### config.mk
export PLATFORM = sky130hd
export DESIGN_NAME = corelet_seq
export DESIGN_NICKNAME = d
export VERILOG_FILES = /design/src/rtl/corelet_seq_pkg.sv /design/src/rtl/corelet_seq_counter.sv /design/src/rtl/corelet_seq.sv
export SDC_FILE = /design/constraint.sdc
export NUM_CORES = 1
export LEC_CHECK = 0
export ABC_AREA = 1
export BUFFER_PORTS_ARGS = -buffer_cell sky130_fd_sc_hd__buf_2
export CAP_MARGIN = 15
export CORE_MARGIN = 4
export CORE_UTILIZATION = 53
export DETAILED_ROUTE_END_ITERATION = 10
export PLACE_DENSITY = 0.83
export SLEW_MARGIN = 20
export SYNTH_ARGS = -nofsm -noshare
export SYNTH_HDL_FRONTEND = slang
export SYNTH_SLANG_ARGS = --single-unit
### constraint.sdc
create_clock -name clk -period 2.3 [get_ports clk]
set_input_delay 0.115 -clock clk [delete_from_list [all_inputs] [get_ports clk]]
set_output_delay 0.115 -clock clk [all_outputs]
set_load 0.01 [all_outputs]
### src/rtl/corelet_seq_pkg.sv
// Shared definitions for the corelet job sequencer: state codes, instruction
// encodings and a small elaboration-time helper.
package corelet_seq_pkg;

  localparam logic [2:0] S_IDLE  = 3'd0;
  localparam logic [2:0] S_LOAD  = 3'd1;
  localparam logic [2:0] S_EXEC  = 3'd2;
  localparam logic [2:0] S_DRAIN = 3'd3;
  localparam logic [2:0] S_NEXT  = 3'd4;
  localparam logic [2:0] S_FIN   = 3'd5;

  localparam logic [1:0] INST_IDLE = 2'b00;
  localparam logic [1:0] INST_LOAD = 2'b01;
  localparam logic [1:0] INST_EXEC = 2'b10;

  function automatic int max_int(input int a, input int b);
    return (a > b) ? a : b;
  endfunction

endpackage

### src/rtl/corelet_seq_counter.sv
// Up-counter with clear-to-zero load, count enable and a terminal-count flag
// raised while the count equals the supplied terminal value.
module seq_counter #(
  parameter int width = 8
) (
  input  logic             clk,
  input  logic             rst_n,
  input  logic             load,
  input  logic             en,
  input  logic [width-1:0] term,
  output logic [width-1:0] cnt,
  output logic             tc
);

  logic [width-1:0] cnt_q;

  always_ff @(posedge clk or negedge rst_n) begin
    if (!rst_n) begin
      cnt_q <= '0;
    end else if (load) begin
      cnt_q <= '0;
    end else if (en) begin
      cnt_q <= cnt_q + width'(1);
    end
  end

  assign cnt = cnt_q;
  assign tc  = (cnt_q == term);

endmodule

### src/rtl/corelet_seq.sv
// Corelet job sequencer: walks kernel load, execute and drain phases for each
// accumulation pass and drives the corelet control strobes directly.
module corelet_seq
  import corelet_seq_pkg::*;
#(
  parameter int row = 8,
  parameter int col = 8,
  parameter int cw  = 10,
  parameter int tmo = 255
) (
  input  logic          clk,
  input  logic          reset,
  input  logic          start,
  input  logic          mode_cfg,
  input  logic          relu_cfg,
  input  logic [cw-1:0] n_vec,
  input  logic [3:0]    n_pass,
  input  logic          ofifo_valid,
  output logic [1:0]    inst,
  output logic          l0_rd,
  output logic          ififo_rd,
  output logic          ofifo_rd,
  output logic          mode,
  output logic          acc,
  output logic          relu,
  output logic          psum_we,
  output logic [cw-1:0] psum_addr,
  output logic          os_capture,
  output logic          busy,
  output logic          done,
  output logic          error
);

  // Phase counter must reach both n_vec-1 and the OS flush length row+col-1.
  localparam int PW = max_int(cw, $clog2(row + col + 1));
  localparam int WW = max_int(1, $clog2(tmo + 1));

  logic [2:0]    state_q, state_d;
  logic          mode_q, mode_d;
  logic          relu_q, relu_d;
  logic [cw-1:0] n_vec_q, n_vec_d;
  logic [3:0]    n_pass_q, n_pass_d;
  logic [3:0]    pass_q, pass_d;
  logic          error_q, error_d;

  logic          state_chg;
  logic          ws_drain;
  logic          last_pass;
  logic          ph_en, ph_tc;
  logic [PW-1:0] ph_term;
  logic [PW-1:0] ph_cnt_unused;
  logic          addr_tc;
  logic [cw-1:0] addr_cnt;
  logic          wd_tc;
  logic [WW-1:0] wd_cnt_unused;

  assign state_chg = (state_d != state_q);
  assign ws_drain  = (state_q == S_DRAIN) && !mode_q;
  assign last_pass = (pass_q == n_pass_q - 4'd1);

  always_comb begin
    ph_term = PW'(row + col - 1);
    case (state_q)
      S_LOAD:  ph_term = PW'(row - 1);
      S_EXEC:  ph_term = PW'(n_vec_q - cw'(1));
      default: ph_term = PW'(row + col - 1);
    endcase
  end

  assign ph_en = (state_q == S_LOAD) || (state_q == S_EXEC) ||
                 ((state_q == S_DRAIN) && mode_q);

  seq_counter #(.width(PW)) u_phase_cnt (
    .clk   (clk),
    .rst_n (reset),
    .load  (state_chg),
    .en    (ph_en),
    .term  (ph_term),
    .cnt   (ph_cnt_unused),
    .tc    (ph_tc)
  );

  seq_counter #(.width(cw)) u_addr_cnt (
    .clk   (clk),
    .rst_n (reset),
    .load  (state_chg),
    .en    (psum_we),
    .term  (n_vec_q - cw'(1)),
    .cnt   (addr_cnt),
    .tc    (addr_tc)
  );

  // Counts consecutive empty-OFIFO cycles; any valid row restarts it.
  seq_counter #(.width(WW)) u_wd_cnt (
    .clk   (clk),
    .rst_n (reset),
    .load  (state_chg || ofifo_valid),
    .en    (ws_drain && !ofifo_valid),
    .term  (WW'(tmo - 1)),
    .cnt   (wd_cnt_unused),
    .tc    (wd_tc)
  );

  always_comb begin
    state_d  = state_q;
    mode_d   = mode_q;
    relu_d   = relu_q;
    n_vec_d  = n_vec_q;
    n_pass_d = n_pass_q;
    pass_d   = pass_q;
    error_d  = error_q;
    case (state_q)
      S_IDLE: begin
        if (start) begin
          mode_d   = mode_cfg;
          relu_d   = relu_cfg;
          n_vec_d  = n_vec;
          n_pass_d = n_pass;
          pass_d   = '0;
          if ((n_vec == '0) || (n_pass == '0)) begin
            error_d = 1'b1;
            state_d = S_FIN;
          end else begin
            error_d = 1'b0;
            state_d = mode_cfg ? S_EXEC : S_LOAD;
          end
        end
      end
      S_LOAD: if (ph_tc) state_d = S_EXEC;
      S_EXEC: if (ph_tc) state_d = S_DRAIN;
      S_DRAIN: begin
        if (mode_q) begin
          if (ph_tc) state_d = S_NEXT;
        end else if (wd_tc && !ofifo_valid) begin
          error_d = 1'b1;
          state_d = S_FIN;
        end else if (psum_we && addr_tc) begin
          state_d = S_NEXT;
        end
      end
      S_NEXT: begin
        if (!last_pass) begin
          pass_d  = pass_q + 4'd1;
          state_d = mode_q ? S_EXEC : S_LOAD;
        end else begin
          state_d = S_FIN;
        end
      end
      S_FIN:   state_d = S_IDLE;
      default: state_d = S_IDLE;
    endcase
  end

  always_ff @(posedge clk or negedge reset) begin
    if (!reset) begin
      state_q  <= S_IDLE;
      mode_q   <= 1'b0;
      relu_q   <= 1'b0;
      n_vec_q  <= '0;
      n_pass_q <= '0;
      pass_q   <= '0;
      error_q  <= 1'b0;
    end else begin
      state_q  <= state_d;
      mode_q   <= mode_d;
      relu_q   <= relu_d;
      n_vec_q  <= n_vec_d;
      n_pass_q <= n_pass_d;
      pass_q   <= pass_d;
      error_q  <= error_d;
    end
  end

  assign inst = (state_q == S_LOAD) ? INST_LOAD :
                ((state_q == S_EXEC) || (state_q == S_DRAIN)) ? INST_EXEC : INST_IDLE;

  assign l0_rd      = (state_q == S_LOAD) || (state_q == S_EXEC);
  assign ififo_rd   = (state_q == S_EXEC) && mode_q;
  assign psum_we    = ws_drain && ofifo_valid;
  assign ofifo_rd   = psum_we;
  assign acc        = psum_we && (pass_q != 4'd0);
  assign relu       = psum_we && relu_q && last_pass;
  assign psum_addr  = addr_cnt;
  assign os_capture = (state_q == S_NEXT) && mode_q;
  assign mode       = mode_q;
  assign busy       = (state_q != S_IDLE);
  assign done       = (state_q == S_FIN);
  assign error      = error_q;

endmodule

==> impl_metrics.json, run 1 <==
{
  "grt_pass1_wl_um": 14700,
  "setup_tns_ns": -4.94,
  "routed_wl_um": 9000,
  "start_kind": "flip-flop",
  "insertion_delay_ns": 0.32,
  "cap_violations": 0,
  "violations": "negative setup slack",
  "die-area_um2": 7920,
  "irDropWorstVdd_v": 0.000750,
  "vias_per_cell": 5.36,
  "end_kind": "flip-flop",
  "dp_hpwl_um": 6430,
  "setup_viol": 28,
  "areaGrowthSynthToFinish_pct": 27.9,
  "fin_crit_ns": 2.49,
  "first_iter_violations": 242,
  "drt_pre_antenna_iters": 5,
  "cts-buffers-inserted": 5,
  "first_global_vias": 3326,
  "worst_slew_pin_slew_ns": 0.665,
  "crit_chain": "inv_2 > ha_4 > inv_2 > nand2_4 > nand2_4 > nand2_2 > nand2_2 > nand2_2 > nand2_2 > nor2_1 > nand2_1 > nor2_1 > nand4_1 > buf_4 > a22oi_2 > o21ai_2 > buf_4 > nand3_4 > nor2_1",
  "ctsHtreeMaxLevel": 2,
  "drive_above_1_share": 0.308,
  "synth-seq-cells": 52,
  "critPathMaxStageDelay_ns": 0.42,
  "rsz0062_at_grt": "true",
  "slew_violations": 0,
  "setup_slack_ns": -0.187,
  "wire_per_inst_um": 14.0,
  "crit_path_max_fanout": 8,
  "avgSynthCellArea_um2": 7.21,
  "portBuffers": 42,
  "clkTransAtPathRegs_ns": 0.11,
  "syn_inst": 482,
  "cts.sinks": 52,
  "syn_nets": 510,
  "die_y_um": 89.0,
  "cpMaxStageDelayCell": "dfrtp_1",
  "cts_tree": "done",
  "die-width_um": 89.0,
  "required_ns": 2.51,
  "min_period_over_period": 1.08,
  "via_count": 3455,
  "gp_congestion": 0.940,
  "cts_root_buffer": "clkbuf_8",
  "sequentialPowerShare": 0.252,
  "fin_worst_skew_ns": 0.0103,
  "placed_cell_area_um2": 3960,
  "grt_max_degree": 53,
  "p_sw_w": 0.00254,
  "yosys_warnings": 0,
  "yosysUniqueCellTypes": 29,
  "p_leak_nw": 2.09,
  "hold_class": "input port to flip-flop",
  "route.detailed.drc": 0,
  "max-slew-margin-rel": 0.557,
  "antenna_found_initial": 0,
  "hold_viol": 0,
  "ios": 43,
  "power.share.switching": 0.486,
  "antenna_cells": 0,
  "coreArea_um2": 6350,
  "fmax_mhz": 402,
  "synth_area_leaders": "dfrtp_1 37%, nand2_1 13%, inv_1 6.6%, nor2_1 5.9%, xor2_1 5.5%",
  "seq_area_frac_synth": 0.374,
  "synth_area_um2": 3480,
  "fin_area_um2": 4450,
  "combPwrFrac": 0.640,
  "postRouteAntennaNets": 0,
  "initial_core_util": 0.547,
  "cts.path.max_buffers": 2,
  "yosysTopAreaCell": "dfrtp_1",
  "crit_type": "flip-flop to flip-flop",
  "grt_overflow_total": 0,
  "worstPathArrival_ns": 2.70,
  "synthDominantCellAreaShare": 0.374,
  "outcome": "finished, violations left",
  "power_density_nw_per_um2": 1180,
  "placement_rows": 29,
  "grt_use_total": 0.234,
  "nets": 595,
  "intPower_w": 0.00269,
  "cp_common_cell": "nand2_2",
  "clockPowerShare": 0.109
}
per-stage QoR:
stage	total power [W]	utilization	setup WS [ns]	std cells	hold WS, ns
after global placement	0.00371	0.623	-0.0617	622	0.266
final	0.00523	0.700	-0.187	645	0.0135
after detailed placement	0.00380	0.623	-0.201	622	0.277
after floorplan	0.00300	-	0.0454	482	-0.181
after global routing	0.00562	0.700	-0.348	645	0.00653
after CTS	0.00481	0.665	-0.0864	637	0.0112
layer usage:
metal	GRT usage	vias to the layer above	routed length (µm)	share of wire
li1	-	1696	-	-
met1	0.295	1634	3760	0.42
met2	0.420	111	4630	0.51
met3	0.0369	14	500	0.056
met4	0.0595	0	115	0.013
met5	0	-	0	0
logic make-up after synthesis:
family                     count (synthesis)  synth area share
DFF                                       52             0.374
AOI/OAI and AO/OA                         42            0.0619
xor gates and xnor gates                  31            0.0781
and+or+nand+nor                          276             0.370
adders and majority gates                  8            0.0288
buffers and inverters                     72            0.0842
muxes                                      1           0.00288
registers in the layout, summed over array words and instances, names as in the netlist:
register	count
n_vec_q	10
u_addr_cnt.cnt	10
u_phase_cnt.cnt	10
u_wd_cnt.cnt	8
n_pass_q	4
pass_q	4
state_q	3
error	1
mode	1
relu_q	1
Yosys cell counts:
master      n
dfrtp_1    52
nand2_4     2
clkbuf_1    3
a22oi_1     1
mux2i_1     1
xor2_1     22
nand2_2     4
nor4_1      4
nor2_8      1
inv_1      61
ha_1        8
nand4_1    13
buf_4       2
xnor2_1     9
a31oi_1     2
nand3_2     4
buf_6       2
o21ai_1     4
or2_2       1
nor2_1     55
or3_1       1
nor2_2     23
nor2_4      3
nand2_1   121
a21oi_1    11
o21ai_0    24
inv_2       4
nand3_1    35
nor3_1      9
worst max-delay path, delay by kind of cell (launching register included):
family          cells  cell delay [ns]
simple gates       12             0.96
buf+inv             4             0.52
flops               1             0.42
compound gates      2             0.29
fa+ha+maj           1             0.18
final timing paths:
path	from	endpoint	slack (ns)	depth (start not counted)
min in group asynchronous	reset	n_vec_q[8]	0.43	3
worst max register to register	n_vec_q[1]	u_wd_cnt.cnt[3]	-0.19	19
worst max-delay path	n_vec_q[1]	u_wd_cnt.cnt[3]	-0.19	19
max in group asynchronous	reset	n_vec_q[3]	1.40	3
worst min register to register	relu_q	relu_q	0.51	2
worst min-delay path	n_vec[0]	n_vec_q[0]	0.01	3
cell usage in the layout (no fill, tap or decap), drive strengths merged:
cell type and count:
nor3 9, inv 67, xor2 22, clkinvlp 1, o21ai 28, or2 1, nor4 4, ha 8
dlygate4sd3 2, clkbuf 5, mux2i 1, a31oi 2, a21oi 11, xnor2 9, nand4 13, or3 1
buf 82, nand3 39, a22oi 1, nand2 127, nor2 83, dfrtp 52
cell type report:
type | instances | area [µm²]
repair buffers | 84 | 574
inverters | 65 | 244
flip-flops and latches | 52 | 1300
multi-input cells | 359 | 2130
well taps | 77 | 96.3
clock inverters | 3 | 25.0
fillers | 481 | 1900
clock buffers | 5 | 68.8
power groups by stage:
stage | Clock (W) | Combinational, W | Sequential, W
after detailed placement | 0 | 0.00250 | 0.00130
after global routing | 0.000615 | 0.00366 | 0.00135
after floorplan | 0 | 0.00172 | 0.00128
after CTS | 0.000573 | 0.00295 | 0.00128
final | 0.000568 | 0.00335 | 0.00132
after global placement | 0 | 0.00243 | 0.00128
what timing repair did:
action                                  in CTS  in global routing
pin swaps                                   13                 14
gates resized for setup                     27                 43
hold buffers                                 2                  0
endpoints found under the hold margin       53                  0
gates cloned                                 1                  1
buffers inserted                             4                  7
endpoints found under the setup margin      28                 30
(Power assumes the default switching activity.)
==> inputs of run 2 (changes only) <==
--- a/config.mk
+++ b/config.mk
@@ -6,12 +6,12 @@
 export NUM_CORES = 1
 export LEC_CHECK = 0
 export ABC_AREA = 1
-export BUFFER_PORTS_ARGS = -buffer_cell sky130_fd_sc_hd__buf_2
 export CAP_MARGIN = 15
 export CORE_MARGIN = 4
-export CORE_UTILIZATION = 53
+export CORE_UTILIZATION = 58
 export DETAILED_ROUTE_END_ITERATION = 10
-export PLACE_DENSITY = 0.83
+export DONT_BUFFER_PORTS = 1
+export PLACE_DENSITY = 0.82
 export SLEW_MARGIN = 20
 export SYNTH_ARGS = -nofsm -noshare
 export SYNTH_HDL_FRONTEND = slang
==> run 2 against run 1 <==
Net effect: the run still ends with negative setup slack left; hold slack better by 0.060 ns; combinational power decreased by 8.4%; cell count down 5.3%; total power shrank 5.8%; maximum frequency fell by 0.69%; setup slack got worse by 0.017 ns; global-route usage increased by 2.7 points; die area is 7.9% lower; critical path type unchanged; critical endpoint is now u_wd_cnt.cnt[4]; highest routed layer unchanged.
==> impl_metrics.json, run 2 (synthesized netlist as in run 1, its figures left out) <==
{
  "final_common_cell": "nand2_1",
  "seq_area_um2": 1300,
  "portBuffers": 0,
  "drive_above_1_share": 0.223,
  "crit_type": "flip-flop to flip-flop",
  "clockPowerShare": 0.114,
  "vias_per_cell": 5.53,
  "intPower_w": 0.00255,
  "fin_worst_skew_ns": 0.0142,
  "ios": 43,
  "antenna_cells": 0,
  "dp_slack_ns": -0.137,
  "coreArea_um2": 5640,
  "power_density_nw_per_um2": 1150,
  "cts.sinks": 52,
  "first_global_vias": 3423,
  "violations": "negative setup slack",
  "dp_hpwl_um": 6240,
  "sequentialPowerShare": 0.263,
  "worstPathArrival_ns": 2.75,
  "p_sw_w": 0.00237,
  "cts_root_buffer": "clkbuf_8",
  "drt_pre_antenna_iters": 5,
  "slew_violations": 0,
  "required_ns": 2.55,
  "die_y_um": 85.4,
  "crit_buf_inv": 3,
  "rsz0062_at_grt": "true",
  "p_leak_nw": 1.94,
  "grt_overflow_total": 0,
  "multi_input_area_um2": 2040,
  "utilization": 0.761,
  "power.share.switching": 0.482,
  "hold_viol": 0,
  "areaGrowthSynthToFinish_pct": 23.6,
  "via_count": 3381,
  "cts-buffers-inserted": 5,
  "start_kind": "flip-flop",
  "grt_max_degree": 53,
  "die-width_um": 85.4,
  "antenna_found_initial": 0,
  "ctsHtreeMaxLevel": 2,
  "grt_pass1_wl_um": 15300,
  "nets": 566,
  "insertion_delay_ns": 0.32,
  "setup_viol": 28,
  "num-fill-cells": 398,
  "die-area_um2": 7300,
  "fmax_mhz": 399,
  "fin_crit_ns": 2.50,
  "setup_slack_ns": -0.204,
  "grt_use_total": 0.261,
  "max-slew-margin-rel": 0.661,
  "clkTransAtPathRegs_ns": 0.11,
  "gp_congestion": 0.912,
  "worst_slew_pin_slew_ns": 0.506,
  "cap_violations": 0,
  "critPathMaxStageDelay_ns": 0.42,
  "end_kind": "flip-flop",
  "cpMaxStageDelayCell": "dfrtp_1",
  "initial_core_util": 0.616,
  "crit_path_max_fanout": 8,
  "wire_per_inst_um": 15.0,
  "combPwrFrac": 0.623,
  "route.detailed.drc": 0,
  "outcome": "finished, violations left",
  "final_cell_mix": "111 x nand2_1, 59 x inv_1, 52 x dfrtp_1",
  "placement_rows": 27,
  "critPathTopFamily": "simple AND/OR/NAND/NOR gates",
  "cts.path.max_buffers": 2,
  "min_period_over_period": 1.09,
  "cts_tree": "done",
  "crit_chain": "inv_2 > ha_4 > inv_2 > nand2_2 > nand2_2 > nand2_1 > nand2_1 > nand2_2 > nand2_2 > nor2_2 > nand2_1 > nor2_1 > nand4_1 > nand2_1 > nand2_2 > nor2_4 > nand2_2 > nand2_4 > buf_6 > nand3_4 > nor2_2",
  "first_iter_violations": 204,
  "cp_common_cell": "nand2_2",
  "irDropWorstVdd_v": 0.000865,
  "routed_wl_um": 9200,
  "postRouteAntennaNets": 0,
  "hold_class": "input port to flip-flop"
}
-- run 2: changes by cell type in the layout (fill, tap and decap cells not counted), sizes merged --
| cell | change |
|---|---|
| nor2 | -1 |
| buf | -43 |
| dlygate4sd3 | +15 |
-- run 2: power groups by stage --
stage	Sequential [W]	Combinational (W)	Clock (W)
2_1_floorplan	0.00128	0.00172	0
3_3_place_gp	0.00129	0.00234	0
3_5_place_dp	0.00130	0.00241	0
4_1_cts	0.00129	0.00290	0.000565
5_1_grt	0.00133	0.00337	0.000602
6_report	0.00130	0.00307	0.000560
-- run 2: worst reg2reg max path: stages, from the launching register on --
cell	delay (ns)
dfrtp_1	0.42
inv_2	0.10
ha_4	0.17
inv_2	0.04
nand2_2	0.08
nand2_2	0.07
nand2_1	0.07
nand2_1	0.05
nand2_2	0.09
nand2_2	0.06
nor2_2	0.09
nand2_1	0.05
nor2_1	0.08
nand4_1	0.20
nand2_1	0.13
nand2_2	0.08
nor2_4	0.13
nand2_2	0.07
nand2_4	0.07
buf_6	0.10
nand3_4	0.14
nor2_2	0.15
-- run 2: timing repair --
action                                  4_1_cts  5_1_grt
hold buffers                                 18        0
cloned                                        1        0
endpoints found under the hold margin        68        0
pin swaps                                    19       16
endpoints found under the setup margin       28       29
setup buffers                                 4        1
gates resized for setup                      32       18
-- run 2: final timing paths --
path / start / end / slack [ns] / cells after the start
worst min-delay path: start / relu_q / 0.07 / 4
worst min register to register: relu_q / relu_q / 0.50 / 2
worst max-delay path: n_vec_q[1] / u_wd_cnt.cnt[4] / -0.20 / 21
min in group asynchronous: reset / n_vec_q[3] / 0.31 / 2
max in group asynchronous: reset / u_addr_cnt.cnt[8] / 1.73 / 2
worst max register to register: n_vec_q[1] / u_wd_cnt.cnt[4] / -0.20 / 21
-- run 2: area by class of cell --
class	count	share of cell area
inverters	65	0.0568
flip-flops and latches	52	0.303
well taps	72	0.0210
clock buffers	5	0.0160
repair buffers	56	0.123
clock inverters	3	0.00583
multi-input cells	358	0.475
-- run 2: layer usage --
layer | part of all wire | up-vias | track usage | wire length, µm
met5 | 0 | - | 0 | 0
met4 | 0.027 | 0 | 0.0978 | 247
met3 | 0.072 | 27 | 0.0602 | 663
met2 | 0.51 | 131 | 0.472 | 4640
met1 | 0.40 | 1591 | 0.297 | 3640
li1 | - | 1632 | - | -
-- run 2: through the flow --
stage                     cells  instance area (µm²)  setup TNS (ns)  total power (W)  hold slack [ns]
final                       611                 4300           -4.54          0.00493           0.0735
after global routing        611                 4300          -10.02          0.00529           0.0866
after CTS                   610                 4240          -0.638          0.00475           0.0470
after detailed placement    579                 3770           -3.44          0.00371           -0.179
after global placement      579                 3770           -1.89          0.00364           -0.179
after floorplan             482                 3480               0          0.00300           -0.181
==> inputs of run 3 (changes only) <==
--- a/config.mk
+++ b/config.mk
@@ -11,7 +11,7 @@
 export CORE_UTILIZATION = 58
 export DETAILED_ROUTE_END_ITERATION = 10
 export DONT_BUFFER_PORTS = 1
-export PLACE_DENSITY = 0.82
+export PLACE_DENSITY = 0.76
 export SLEW_MARGIN = 20
 export SYNTH_ARGS = -nofsm -noshare
 export SYNTH_HDL_FRONTEND = slang
==> run 3 against run 2 <==
Net effect: the run still ends with negative setup slack left; count of clock-buffer cells in the layout did not move; maximum frequency is 3.4% lower; largest cell class unchanged; global-route usage is 0.71 points lower.
==> impl_metrics.json, run 3 (synthesized netlist as in run 1, its figures left out) <==
{
  "die_y_um": 85.4,
  "final_cells": 626,
  "grt_overflow_total": 0,
  "first_iter_violations": 212,
  "cap_violations": 0,
  "holdWs_ns": 0.0591,
  "setup_viol": 29,
  "initial_core_util": 0.616,
  "crit_type": "flip-flop to flip-flop",
  "grt_pass1_wl_um": 14900,
  "fmax_mhz": 386,
  "p_sw_w": 0.00250,
  "combPwrFrac": 0.653,
  "die-width_um": 85.4,
  "antenna_cells": 0,
  "power.share.switching": 0.469,
  "die-area_um2": 7300,
  "wire_per_inst_um": 15.2,
  "dpl.cell_count": 584,
  "fin_area_um2": 4440,
  "grt_use_total": 0.254,
  "irDropWorstVdd_v": 0.000919,
  "antenna_found_initial": 0,
  "placed_cell_area_um2": 3820,
  "clkTransAtPathRegs_ns": 0.10,
  "placement_rows": 27,
  "worst_slew_pin_slew_ns": 0.554,
  "drt_pre_antenna_iters": 5,
  "cts.path.max_buffers": 2,
  "postRouteAntennaNets": 0,
  "setup_slack_ns": -0.292,
  "cts_tree": "done",
  "p_leak_nw": 2.02,
  "routed_wl_um": 9530,
  "fin_worst_skew_ns": 0.00798,
  "power_density_nw_per_um2": 1200,
  "cpMaxStageDelayCell": "dfrtp_1",
  "final_cell_mix": "108 x nand2_1, 58 x inv_1, 52 x dfrtp_1",
  "r2r-start": "n_vec_q[1]",
  "via_count": 3433,
  "worstPathArrival_ns": 2.80,
  "intPower_w": 0.00283,
  "max-slew-margin-rel": 0.627,
  "end_kind": "flip-flop",
  "route.detailed.drc": 0,
  "gp_congestion": 0.967,
  "cts_root_buffer": "clkbuf_8",
  "coreArea_um2": 5640,
  "hold_class": "input port to flip-flop",
  "r2r_setup_slack_ns": -0.29,
  "start_kind": "flip-flop",
  "cts-buffers-inserted": 5,
  "fin_crit_ns": 2.59,
  "areaGrowthSynthToFinish_pct": 27.8,
  "portBuffers": 0,
  "critPathMaxStageDelay_ns": 0.41,
  "drive_above_1_share": 0.247,
  "slew_violations": 0,
  "crit_path_max_fanout": 8,
  "critPathTopFamily": "simple AND/OR/NAND/NOR gates",
  "ios": 43,
  "hold_viol": 0,
  "violations": "negative setup slack",
  "outcome": "finished, violations left",
  "cts.sinks": 52,
  "setup_tns_ns": -7.67,
  "insertion_delay_ns": 0.32,
  "grt_max_degree": 53,
  "first_global_vias": 3316,
  "min_period_over_period": 1.13,
  "nets": 581,
  "crit_chain": "buf_4 > nor2_4 > buf_6 > nand3_1 > nand3_1 > nand3_1 > nand2_1 > nand2_1 > inv_1 > nand4_1 > buf_4 > a22oi_2 > o21ai_2 > buf_4 > nand3_4 > nor2_1",
  "crit_path_start": "n_vec_q[1]",
  "rsz0062_at_grt": "true",
  "ctsHtreeMaxLevel": 2,
  "vias_per_cell": 5.48,
  "required_ns": 2.51,
  "sequentialPowerShare": 0.244,
  "hold_start": "n_vec[0]",
  "final_common_cell": "nand2_1",
  "clockPowerShare": 0.102,
  "power_w": 0.00534,
  "crit_buf_inv": 5,
  "dp_hpwl_um": 6300
}
-- run 3: cell count changes in the layout (fill, tap and decap cells not counted), sizes merged --
| cell | previous run | this run |
|---|---|---|
| buf | 39 | 51 |
| clkbuf | 5 | 7 |
| inv | 67 | 65 |
| clkinv | 0 | 1 |
| clkinvlp | 1 | 2 |
| nor2 | 82 | 83 |
-- run 3: final cells by class --
type	instances	area, µm²
flip-flops and latches	52	1300
inverters	65	244
repair buffers	70	672
fillers	382	1200
multi-input cells	359	2040
clock buffers	5	68.8
well taps	72	90.1
clock inverters	3	23.8
-- run 3: tightest hold or removal path, stage by stage --
cell,delay [ns]
nor2_1,0.02
nand3_1,0.12
a31oi_1,0.09
-- run 3: path summary, 6_finish.rpt --
check | end | cells past startpoint
min reg2reg | relu_q | 2
min | error | 3
max | u_wd_cnt.cnt[7] | 16
min in group asynchronous | u_addr_cnt.cnt[3] | 2
max reg2reg | u_wd_cnt.cnt[7] | 16
max in group asynchronous | u_wd_cnt.cnt[3] | 2
-- run 3: timing repair --
action | in CTS | in global routing
setup buffers | 3 | 9
setup endpoints to repair | 28 | 31
pin swaps | 4 | 21
hold buffers | 18 | 0
hold endpoints to repair | 68 | 0
gates resized for setup | 19 | 27
gates cloned | 1 | 3
-- run 3: routing by layer --
metal / up-vias / wire length (µm) / GRT usage
met1: 1637 / 4020 / 0.311
met4: 0 / 162 / 0.0748
met2: 110 / 4880 / 0.455
li1: 1667 / - / -
met3: 19 / 473 / 0.0427
met5: - / 0 / 0
-- run 3: per-stage QoR --
step	util	worst slack [ns]
global placement	0.677	-0.133
CTS	0.749	-0.0959
floorplan	-	0.0454
global route	0.787	-0.414
detailed placement	0.677	-0.182
finish	0.787	-0.292
-- run 3: power by group through the flow --
| stage | Sequential, W | Clock [W] | Combinational [W] |
|---|---|---|---|
| CTS | 0.00129 | 0.000556 | 0.00289 |
| global placement | 0.00129 | 0 | 0.00246 |
| finish | 0.00130 | 0.000546 | 0.00349 |
| detailed placement | 0.00130 | 0 | 0.00252 |
| floorplan | 0.00128 | 0 | 0.00172 |
| global route | 0.00132 | 0.000590 | 0.00379 |
